--- config.mk ---
export PLATFORM = sky130hd
export DESIGN_NAME = run_ctrl
export DESIGN_NICKNAME = d
export VERILOG_FILES = /design/src/rtl/run_ctrl.sv
export SDC_FILE = /design/constraint.sdc
export NUM_CORES = 1
export LEC_CHECK = 0
export ABC_AREA = 1
export BUFFER_PORTS_ARGS = -buffer_cell sky130_fd_sc_hd__buf_2
export CAP_MARGIN = 20
export CORE_UTILIZATION = 40
export CTS_CLUSTER_SIZE = 28
export DETAILED_ROUTE_END_ITERATION = 8
export PLACE_DENSITY = 0.72
export SETUP_SLACK_MARGIN = 0.4
export SLEW_MARGIN = 20
export SYNTH_ARGS = -nofsm -noshare
export SYNTH_HDL_FRONTEND = slang
export SYNTH_SLANG_ARGS = --single-unit
--- constraint.sdc ---
create_clock -name clk -period 3.62 [get_ports clk]
set_input_delay 0.724 -clock clk [delete_from_list [all_inputs] [get_ports clk]]
set_output_delay 0.724 -clock clk [all_outputs]
set_load 0.05 [all_outputs]
--- src/rtl/run_ctrl.sv ---
// run_ctrl: program-run sequencer for the 8-bit core and its data memory.
// A rising edge on start holds the core in reset for RST_CYCLES cycles, then
// releases it and counts RUN cycles until the core reaches HALT_PC, the cycle
// limit expires, or the run is aborted. The data-memory port is handed to the
// core only while a run is in progress; otherwise the host/loader owns it.
// Every status output comes from a register, so there is no combinational
// path from pc to any output. The memory port mux is steered by the
// registered host_grant.
module run_ctrl #(
   parameter logic [7:0]  HALT_PC    = 8'hFF,
   parameter int unsigned RST_CYCLES = 32'd2,
   parameter int unsigned MAX_CYCLES = 32'd4096,
   parameter int unsigned CNT_W      = 32'd16
) (
   input  logic             clk,
   input  logic             rst,
   input  logic             start,
   input  logic             abort,
   input  logic [7:0]       pc,
   input  logic             core_mem_we,
   input  logic [7:0]       core_mem_addr,
   input  logic [7:0]       core_mem_wdata,
   input  logic             host_mem_we,
   input  logic [7:0]       host_mem_addr,
   input  logic [7:0]       host_mem_wdata,
   output logic             core_rst,
   output logic             mem_we,
   output logic [7:0]       mem_addr,
   output logic [7:0]       mem_wdata,
   output logic             host_grant,
   output logic             busy,
   output logic             done,
   output logic             timeout,
   output logic [CNT_W-1:0] cycle_count
);

   typedef enum logic [1:0] {
      ST_IDLE     = 2'd0,
      ST_RST_HOLD = 2'd1,
      ST_RUN      = 2'd2,
      ST_DONE     = 2'd3
   } state_t;

   // The hold counter runs from RST_CYCLES-1 down to 0.
   localparam int unsigned     HOLD_W    = (RST_CYCLES > 32'd1) ? $clog2(RST_CYCLES) : 32'd1;
   localparam logic [HOLD_W-1:0] HOLD_LOAD = HOLD_W'(RST_CYCLES - 32'd1);
   localparam logic [HOLD_W-1:0] HOLD_ZERO = {HOLD_W{1'b0}};
   localparam logic [HOLD_W-1:0] HOLD_ONE  = HOLD_W'(1'b1);

   // The limit is checked against the pre-increment count, so the last legal
   // value is MAX_CYCLES-1. If that value does not fit in CNT_W bits the
   // count saturates first and the limit can never match.
   localparam logic [CNT_W-1:0] CNT_ZERO    = {CNT_W{1'b0}};
   localparam logic [CNT_W-1:0] CNT_ONE     = CNT_W'(1'b1);
   localparam logic [CNT_W-1:0] CNT_SAT     = {CNT_W{1'b1}};
   localparam logic [CNT_W-1:0] LIMIT_LAST  = CNT_W'(MAX_CYCLES - 32'd1);
   localparam bit               LIMIT_REACH = (64'(MAX_CYCLES) - 64'd1) <= 64'(CNT_SAT);

   state_t              state_r;
   state_t              state_next_s;
   logic [HOLD_W-1:0]   hold_cnt_r;
   logic [HOLD_W-1:0]   hold_next_s;
   logic [CNT_W-1:0]    cycle_count_r;
   logic [CNT_W-1:0]    count_next_s;
   logic [CNT_W-1:0]    count_inc_s;
   logic                done_r;
   logic                done_next_s;
   logic                timeout_r;
   logic                timeout_next_s;
   logic                core_rst_r;
   logic                core_rst_next_s;
   logic                host_grant_r;
   logic                host_grant_next_s;
   logic                busy_r;
   logic                busy_next_s;
   logic                start_q_r;
   logic                start_edge_s;
   logic                halt_s;
   logic                limit_hit_s;

   assign start_edge_s = start & ~start_q_r;
   assign halt_s       = (pc == HALT_PC);
   assign limit_hit_s  = LIMIT_REACH && (cycle_count_r == LIMIT_LAST);

   // Saturating increment of the RUN cycle counter.
   always_comb begin
      count_inc_s = cycle_count_r;
      if (cycle_count_r != CNT_SAT) begin
         count_inc_s = cycle_count_r + CNT_ONE;
      end else begin
         count_inc_s = CNT_SAT;
      end
   end

   // State register plus all registered outputs and the start edge detector.
   always_ff @(posedge clk) begin
      if (rst) begin
         state_r       <= ST_IDLE;
         hold_cnt_r    <= HOLD_ZERO;
         cycle_count_r <= CNT_ZERO;
         done_r        <= 1'b0;
         timeout_r     <= 1'b0;
         core_rst_r    <= 1'b1;
         host_grant_r  <= 1'b1;
         busy_r        <= 1'b0;
         start_q_r     <= 1'b0;
      end else begin
         state_r       <= state_next_s;
         hold_cnt_r    <= hold_next_s;
         cycle_count_r <= count_next_s;
         done_r        <= done_next_s;
         timeout_r     <= timeout_next_s;
         core_rst_r    <= core_rst_next_s;
         host_grant_r  <= host_grant_next_s;
         busy_r        <= busy_next_s;
         start_q_r     <= start;
      end
   end

   // Next-state and next-status decisions for the run sequence.
   always_comb begin
      state_next_s   = state_r;
      hold_next_s    = hold_cnt_r;
      count_next_s   = cycle_count_r;
      done_next_s    = done_r;
      timeout_next_s = timeout_r;
      case (state_r)
         ST_IDLE, ST_DONE: begin
            // abort coincident with a start edge swallows the edge.
            if (start_edge_s && !abort) begin
               state_next_s   = ST_RST_HOLD;
               hold_next_s    = HOLD_LOAD;
               count_next_s   = CNT_ZERO;
               done_next_s    = 1'b0;
               timeout_next_s = 1'b0;
            end else begin
               state_next_s   = state_r;
            end
         end
         ST_RST_HOLD: begin
            if (abort) begin
               state_next_s   = ST_IDLE;
               done_next_s    = 1'b0;
               timeout_next_s = 1'b0;
            end else if (hold_cnt_r == HOLD_ZERO) begin
               state_next_s   = ST_RUN;
            end else begin
               hold_next_s    = hold_cnt_r - HOLD_ONE;
            end
         end
         ST_RUN: begin
            // Every RUN cycle is counted, including the one that ends the run.
            count_next_s = count_inc_s;
            if (abort) begin
               state_next_s   = ST_IDLE;
               done_next_s    = 1'b0;
               timeout_next_s = 1'b0;
            end else if (halt_s) begin
               state_next_s   = ST_DONE;
               done_next_s    = 1'b1;
               timeout_next_s = 1'b0;
            end else if (limit_hit_s) begin
               state_next_s   = ST_DONE;
               done_next_s    = 1'b1;
               timeout_next_s = 1'b1;
            end else begin
               state_next_s   = ST_RUN;
            end
         end
         default: begin
            state_next_s   = ST_IDLE;
            hold_next_s    = HOLD_ZERO;
            done_next_s    = 1'b0;
            timeout_next_s = 1'b0;
         end
      endcase
   end

   // Output decode from the upcoming state, captured by the state register.
   always_comb begin
      core_rst_next_s   = 1'b1;
      host_grant_next_s = 1'b1;
      busy_next_s       = 1'b0;
      case (state_next_s)
         ST_IDLE: begin
            core_rst_next_s   = 1'b1;
            host_grant_next_s = 1'b1;
            busy_next_s       = 1'b0;
         end
         ST_RST_HOLD: begin
            core_rst_next_s   = 1'b1;
            host_grant_next_s = 1'b0;
            busy_next_s       = 1'b1;
         end
         ST_RUN: begin
            core_rst_next_s   = 1'b0;
            host_grant_next_s = 1'b0;
            busy_next_s       = 1'b1;
         end
         ST_DONE: begin
            core_rst_next_s   = 1'b1;
            host_grant_next_s = 1'b1;
            busy_next_s       = 1'b0;
         end
         default: begin
            core_rst_next_s   = 1'b1;
            host_grant_next_s = 1'b1;
            busy_next_s       = 1'b0;
         end
      endcase
   end

   // Data-memory port mux; the ungranted side is simply dropped.
   always_comb begin
      mem_we    = 1'b0;
      mem_addr  = 8'h00;
      mem_wdata = 8'h00;
      if (host_grant_r) begin
         mem_we    = host_mem_we;
         mem_addr  = host_mem_addr;
         mem_wdata = host_mem_wdata;
      end else begin
         mem_we    = core_mem_we;
         mem_addr  = core_mem_addr;
         mem_wdata = core_mem_wdata;
      end
   end

   assign core_rst    = core_rst_r;
   assign host_grant  = host_grant_r;
   assign busy        = busy_r;
   assign done        = done_r;
   assign timeout     = timeout_r;
   assign cycle_count = cycle_count_r;

endmodule

==> results.sh, run 1 <==
export IMPL_dieArea_um2=4429
export IMPL_antenna_found_initial=0
export IMPL_use_met3_pct=2.740
export IMPL_grt_overflow_total=0
export IMPL_cts_buffer_depth=2
export IMPL_regArea_um2=500.5
export IMPL_synth_top_flop_cell="dfxtp_1"
export IMPL_use_met2_pct=31.19
export IMPL_final_cells=371
export IMPL_critPathSlowestCell="dfxtp_1"
export IMPL_gp_congestion=0.8198
export IMPL_placed_cells=367
export IMPL_hold_violations=0
export IMPL_firstDrtPassIters=4
export IMPL_numCtsBuffers=3
export IMPL_min_period_over_period_pct=67.19
export IMPL_power_density_nw_per_um2=387.0
export IMPL_synthTopCellsByArea="dfxtp_1 (30%), nand2_1 (14%), mux2_2 (11%)"
export IMPL_ant_nets=0
export IMPL_ys_seq_area_share_pct=30.03
export IMPL_cts_resized=0
export IMPL_vias=1820
export IMPL_dp_hpwl_mm=3.113
export IMPL_drt_iter0_drc=69
export IMPL_final_setup_viol_count=0
export IMPL_synth_yosys_warnings=0
export IMPL_synthDistinctLibCells=28
export IMPL_chipHeight_um=66.55
export IMPL_drc=0
export IMPL_cp_slowest_stage_delay_ps=810
export IMPL_p_leak_nw=1.065
export IMPL_io_pins=84
export IMPL_num_rows=23
export IMPL_yosysMostFrequentCell="nand2_1"
export IMPL_cp_top_family="flip-flops"
export IMPL_drive_gt1_share_pct=36.76
export IMPL_worst_slew_pin_slew_ps=745.3
export IMPL_synth_edf_count=0
export IMPL_antennaDiodeCount=0
export IMPL_cts_tree="built"
export IMPL_setup_tns_ps=0
export IMPL_final_fill_count=400
export IMPL_nets=371
export IMPL_port_buffers=83
export IMPL_synth_cells_most_frequent="nand2_1 (63), dfxtp_1 (25), inv_1 (25)"
export IMPL_multi_input_area_um2=1033
export IMPL_slew_headroom_pct=50.25
export IMPL_crit_arrival_ps=1710
export IMPL_cp_required_ps=2900
export IMPL_postCtsHoldBufs=0
export IMPL_synthCells=240
export IMPL_grt_pass1_vias=1467
export IMPL_cts_num_sinks=25
export IMPL_area_growth_pct=29.58
export IMPL_drv_slew=0
export IMPL_grt_max_degree=22
export IMPL_grt_pass1_wl_mm=6.230
export IMPL_synth_top_area_share_pct=30.03
export IMPL_via_per_inst=4.906
export IMPL_path_clk_slew_ps=80
export IMPL_wl_per_cell_um=11.07
export IMPL_path_cells="mux2_2 -> buf_2"
export IMPL_avgSynthCellArea_um2=6.944
export IMPL_grt_use_total_pct=18.04
export IMPL_rsz0062_at_grt="false"
export IMPL_crit_path_end_kind="output pin"
export IMPL_status="finished, final reports clean"
export IMPL_initial_core_util_pct=41.66
export IMPL_core_um2=4000
export IMPL_use_met1_pct=22.18
export IMPL_clk_latency_ps=270
export IMPL_crit_buf_inv=1
export IMPL_clock_skew_ps=6.600
export IMPL_crit_type="reg -> out"
export IMPL_ys_ff_latch=25
export IMPL_wirelength_mm=4.108
export IMPL_ctsRootBufferMaster="clkbuf_8"
export IMPL_synthArstFlopShare_pct=0
export IMPL_power_mw=0.8357
export IMPL_htreeDepth=1
export IMPL_worstSetupStartpointType="flop"
export IMPL_fin_crit_ps=2432
export IMPL_grt_busiest_layer="met2"
export IMPL_maxCapViolCount=0
export IMPL_yosysTopAreaCell="dfxtp_1"
export IMPL_syn_area_um2=1667
export IMPL_post_cts_buffers=0
export IMPL_hold_path_class="reg -> reg"
export IMPL_die_x_um=66.55
export IMPL_crit_fanout=18
export IMPL_syn_num_nets=289
export IMPL_fmax_mhz=411.1
export IMPL_ir_drop_mv=0.2109
flip-flops by register name, indices dropped and copies added, names as in the netlist:
signal,count
timeout,1
host_grant,1
hold_cnt_r,1
cycle_count,16
state_r,2
done,1
busy,1
start_q_r,1
core_rst,1
cell usage in the layout, fill, tap and decap left out, types with 4 or more instances in the layout:
cell     synthesis  routed
a21oi_1         18      18
buf_2            3      83
dfxtp_1         25      25
inv_1           25      25
mux2_2          17      17
nand2_1         63      63
nand2_2          7       7
nand3_1         16      16
nand4_1          5       5
nor2_1          23      23
o21ai_0         10      10
xnor2_1          4       4
worst reg2reg max path: stages (launching register included):
cell,delay (ps)
dfxtp_1,370
inv_1,70
ha_1,370
o21ai_2,590
nand2_1,110
a21oi_1,180
where the power goes:
| group | internal [mW] | total (mW) | leakage [nW] | switching [mW] |
|---|---|---|---|---|
| logic | 0.109 | 0.356 | 0.840 | 0.247 |
| clock network | 0.0787 | 0.167 | 0.0228 | 0.0880 |
| registers | 0.290 | 0.313 | 0.203 | 0.0228 |
worst paths after layout:
| kind | start | end | slack [ps] | depth (start not counted) |
|---|---|---|---|---|
| setup / recovery | host_grant | mem_wdata[0] | 1190 | 2 |
| setup reg to reg | state_r[0] | cycle_count[6] | 1870 | 5 |
| hold / removal | done | done | 480 | 2 |
| hold reg to reg | done | done | 480 | 2 |
layer usage:
metal,part of all wire (%),up-vias
met5,0,-
met3,6.2,4
met4,0.88,0
met2,48,53
met1,45,820
li1,-,943
stage by stage:
step	hold WS [ps]	cell area, µm²	setup WS (ps)	utilization, %
3_5_place_dp	467.8	2115	1479	52.86
4_1_cts	490.8	2160	1193	53.99
6_report	482.5	2160	1188	53.99
2_1_floorplan	460.7	1667	1314	-
3_3_place_gp	454.6	2115	1535	52.86
5_1_grt	533.9	2160	1131	53.99
cell families after synthesis:
| family | count (synthesis) | synth area share (%) |
|---|---|---|
| adder cells (fa/ha/maj) | 3 | 2.252 |
| AND/OR/NAND/NOR | 121 | 33.86 |
| buffers and inverters | 33 | 7.958 |
| multiplexers | 17 | 11.49 |
| XOR/XNOR | 7 | 3.679 |
| flip-flops | 25 | 30.03 |
| AO/OA/AOI/OAI | 34 | 10.74 |
layout make-up:
| cell class | instances | area share, % |
|---|---|---|
| timing repair buffer | 83 | 19.24 |
| sequential | 25 | 23.17 |
| inverter | 27 | 4.751 |
| clock buffer | 4 | 2.086 |
| multi-input combinational | 182 | 47.86 |
| tap | 50 | 2.897 |
Power figures use the tool's default switching activity.
==> inputs of run 2 (changes only) <==
--- a/config.mk
+++ b/config.mk
@@ -5,13 +5,13 @@
 export SDC_FILE = /design/constraint.sdc
 export NUM_CORES = 1
 export LEC_CHECK = 0
-export ABC_AREA = 1
+export ABC_AREA = 0
 export BUFFER_PORTS_ARGS = -buffer_cell sky130_fd_sc_hd__buf_2
 export CAP_MARGIN = 20
 export CORE_UTILIZATION = 40
 export CTS_CLUSTER_SIZE = 28
 export DETAILED_ROUTE_END_ITERATION = 8
-export PLACE_DENSITY = 0.72
+export PLACE_DENSITY = 0.75
 export SETUP_SLACK_MARGIN = 0.4
 export SLEW_MARGIN = 20
 export SYNTH_ARGS = -nofsm -noshare
==> constraint.sdc (replaced) <==
create_clock -name clk -period 2.1 [get_ports clk]
set_input_delay 0.42 -clock clk [delete_from_list [all_inputs] [get_ports clk]]
set_output_delay 0.42 -clock clk [all_outputs]
set_load 0.05 [all_outputs]
==> run 2 against run 1 <==
Net effect:
- clock skew down 5.4 ps
- hold slack worse by 51 ps
- sequential share of layout area down 0.74 points
- non-clock buffer count up 8
- global-route usage up 3.5 points
- sequential cell count unchanged
- largest power group unchanged
==> results.sh, run 2 <==
export IMPL_initial_core_util_pct=42.56
export IMPL_synth_top_flop_cell="dfxtp_1"
export IMPL_min_period_over_period_pct=81.50
export IMPL_slew_headroom_pct=75.87
export IMPL_cp_required_ps=1680
export IMPL_worstSetupStartpointType="flop"
export IMPL_drv_slew=0
export IMPL_fin_crit_ps=1712
export IMPL_synth_edf_count=0
export IMPL_dpl_worst_slack_ps=233.1
export IMPL_antennaDiodeCount=0
export IMPL_grt_use_total_pct=21.56
export IMPL_port_buffers=83
export IMPL_ant_nets=0
export IMPL_grt_max_degree=18
export IMPL_clock_skew_ps=1.221
export IMPL_crit_fanout=9
export IMPL_status="finished, final reports clean"
export IMPL_postLayoutCellArea_um2=2370
export IMPL_synthArstFlopShare_pct=0
export IMPL_syn_num_nets=244
export IMPL_synthDistinctLibCells=43
export IMPL_avgSynthCellArea_um2=8.110
export IMPL_grt_overflow_total=0
export IMPL_synthCells=195
export IMPL_final_cells=326
export IMPL_fmax_mhz=584.3
export IMPL_final_fill_count=323
export IMPL_drt_iter0_drc=80
export IMPL_core_um2=3716
export IMPL_ctsRootBufferMaster="clkbuf_8"
export IMPL_crit_type="reg -> out"
export IMPL_vias=1786
export IMPL_grt_pass1_wl_mm=7.238
export IMPL_final_common_cell="buf_2"
export IMPL_wirelength_mm=4.617
export IMPL_power_density_nw_per_um2=795.7
export IMPL_cts_num_sinks=25
export IMPL_drive_gt1_share_pct=51.44
export IMPL_yosysTopAreaCell="dfxtp_1"
export IMPL_ys_seq_area_share_pct=31.65
export IMPL_gp_congestion=0.8210
export IMPL_placed_cells=318
export IMPL_dp_hpwl_mm=3.165
export IMPL_worst_slew_pin_slew_ps=361.9
export IMPL_ys_ff_latch=25
export IMPL_numCtsBuffers=3
export IMPL_dieArea_um2=4209
export IMPL_die_x_um=64.88
export IMPL_yosysMostFrequentCell="dfxtp_1"
export IMPL_rsz0062_at_grt="true"
export IMPL_chipHeight_um=64.88
export IMPL_wl_per_cell_um=14.16
export IMPL_path_clk_slew_ps=80
export IMPL_cts_tree="built"
export IMPL_final_cell_mix="buf_2 (66), a21oi_1 (20), buf_6 (19)"
export IMPL_largest_register_ffs=16
export IMPL_layout_setup_ws_ps=388.5
export IMPL_area_growth_pct=49.84
export IMPL_ir_drop_mv=0.3884
export IMPL_synth_yosys_warnings=0
export IMPL_setup_tns_ps=0
export IMPL_postCtsHoldBufs=0
export IMPL_firstDrtPassIters=4
export IMPL_dpl_instance_area_um2=2107
export IMPL_grt_pass1_vias=1587
export IMPL_num_rows=22
export IMPL_synthTopCellsByArea="dfxtp_1 (32%), mux2_2 (13%), a21oi_1 (6.3%)"
export IMPL_drc=0
export IMPL_synth_cells_most_frequent="dfxtp_1 (25), a21oi_1 (20), mux2_2 (18), o21ai_0 (18), nand2_1 (16)"
export IMPL_maxCapViolCount=0
export IMPL_p_leak_nw=1.098
export IMPL_crit_arrival_ps=1290
export IMPL_clk_latency_ps=270
export IMPL_syn_area_um2=1582
export IMPL_hold_violations=0
export IMPL_final_setup_viol_count=0
export IMPL_hold_path_class="in -> reg"
export IMPL_antenna_found_initial=0
export IMPL_synth_top_area_share_pct=31.65
export IMPL_io_pins=84
export IMPL_nets=328
export IMPL_htreeDepth=1
export IMPL_crit_path_end_kind="output pin"
export IMPL_cts_buffer_depth=2
export IMPL_via_per_inst=5.479
[run 2: changes by cell type after synthesis, sizes merged, moves of 4 or more]
cell / previous run / this run
xnor2: 4 / 0
a21o: 0 / 6
clkbuf: 2 / 6
nor3: 0 / 4
inv: 26 / 7
nand3: 18 / 6
nand2: 70 / 17
o21ai: 14 / 18
nor2: 26 / 14
[run 2: power by group]
| part | leakage (nW) | internal [mW] | switching [mW] | total (mW) |
|---|---|---|---|---|
| logic | 0.864 | 0.470 | 0.602 | 1.07 |
| registers | 0.211 | 0.503 | 0.0267 | 0.530 |
| clock network | 0.0228 | 0.136 | 0.149 | 0.284 |
[run 2: per-layer routing]
layer	share of wire (%)	global-route usage [%]	wire length, µm
met5	0	0	0
met1	42	27.93	1924
met4	1.7	7.778	78
met2	50	36.98	2323
met3	6.3	1.761	291
[run 2: what timing repair did]
item	4_1_cts	5_1_grt
buffers inserted	2	2
setup endpoints to repair	36	31
pin swaps	0	1
resized for setup	16	43
[run 2: layout make-up]
class | instances | area (µm²) | area share (%)
Clock buffer | 4 | 45.04 | 1.901
Sequential cell | 25 | 531.8 | 22.44
Tap cell | 48 | 60.06 | 2.534
Inverter | 7 | 26.28 | 1.109
Multi-Input combinational cell | 151 | 1092 | 46.09
Timing Repair Buffer | 91 | 614.3 | 25.92
[run 2: worst paths after layout]
kind	startpoint	slack (ps)	end	depth (start not counted)
max reg2reg	cycle_count[0]	410	cycle_count[14]	6
max	host_grant	390	mem_wdata[0]	3
min	start	430	start_q_r	3
min reg2reg	cycle_count[7]	490	cycle_count[7]	2
[run 2: cells by family after synthesis]
logic type	after synthesis	synth area share, %
flip-flops	25	31.65
multiplexers	20	14.08
AO/OA/AOI/OAI	61	23.73
AND/OR/NAND/NOR	67	22.55
buffers and inverters	19	5.617
adder cells (fa/ha/maj)	3	2.374
[run 2: worst max-delay path, stage by stage, from the launching register on]
cell and delay [ps]:
dfxtp_4 380, buf_12 130, mux2_2 350, buf_6 160
[run 2: through the flow]
step / power (mW) / util (%) / hold slack [ps]
after global placement: 1.353 / 56.70 / 464.2
final: 1.886 / 63.77 / 431.2
after detailed placement: 1.365 / 56.70 / 466.2
after floorplan: 1.229 / - / 499.3
after global routing: 1.966 / 63.77 / 444.1
after CTS: 1.756 / 60.13 / 402.8
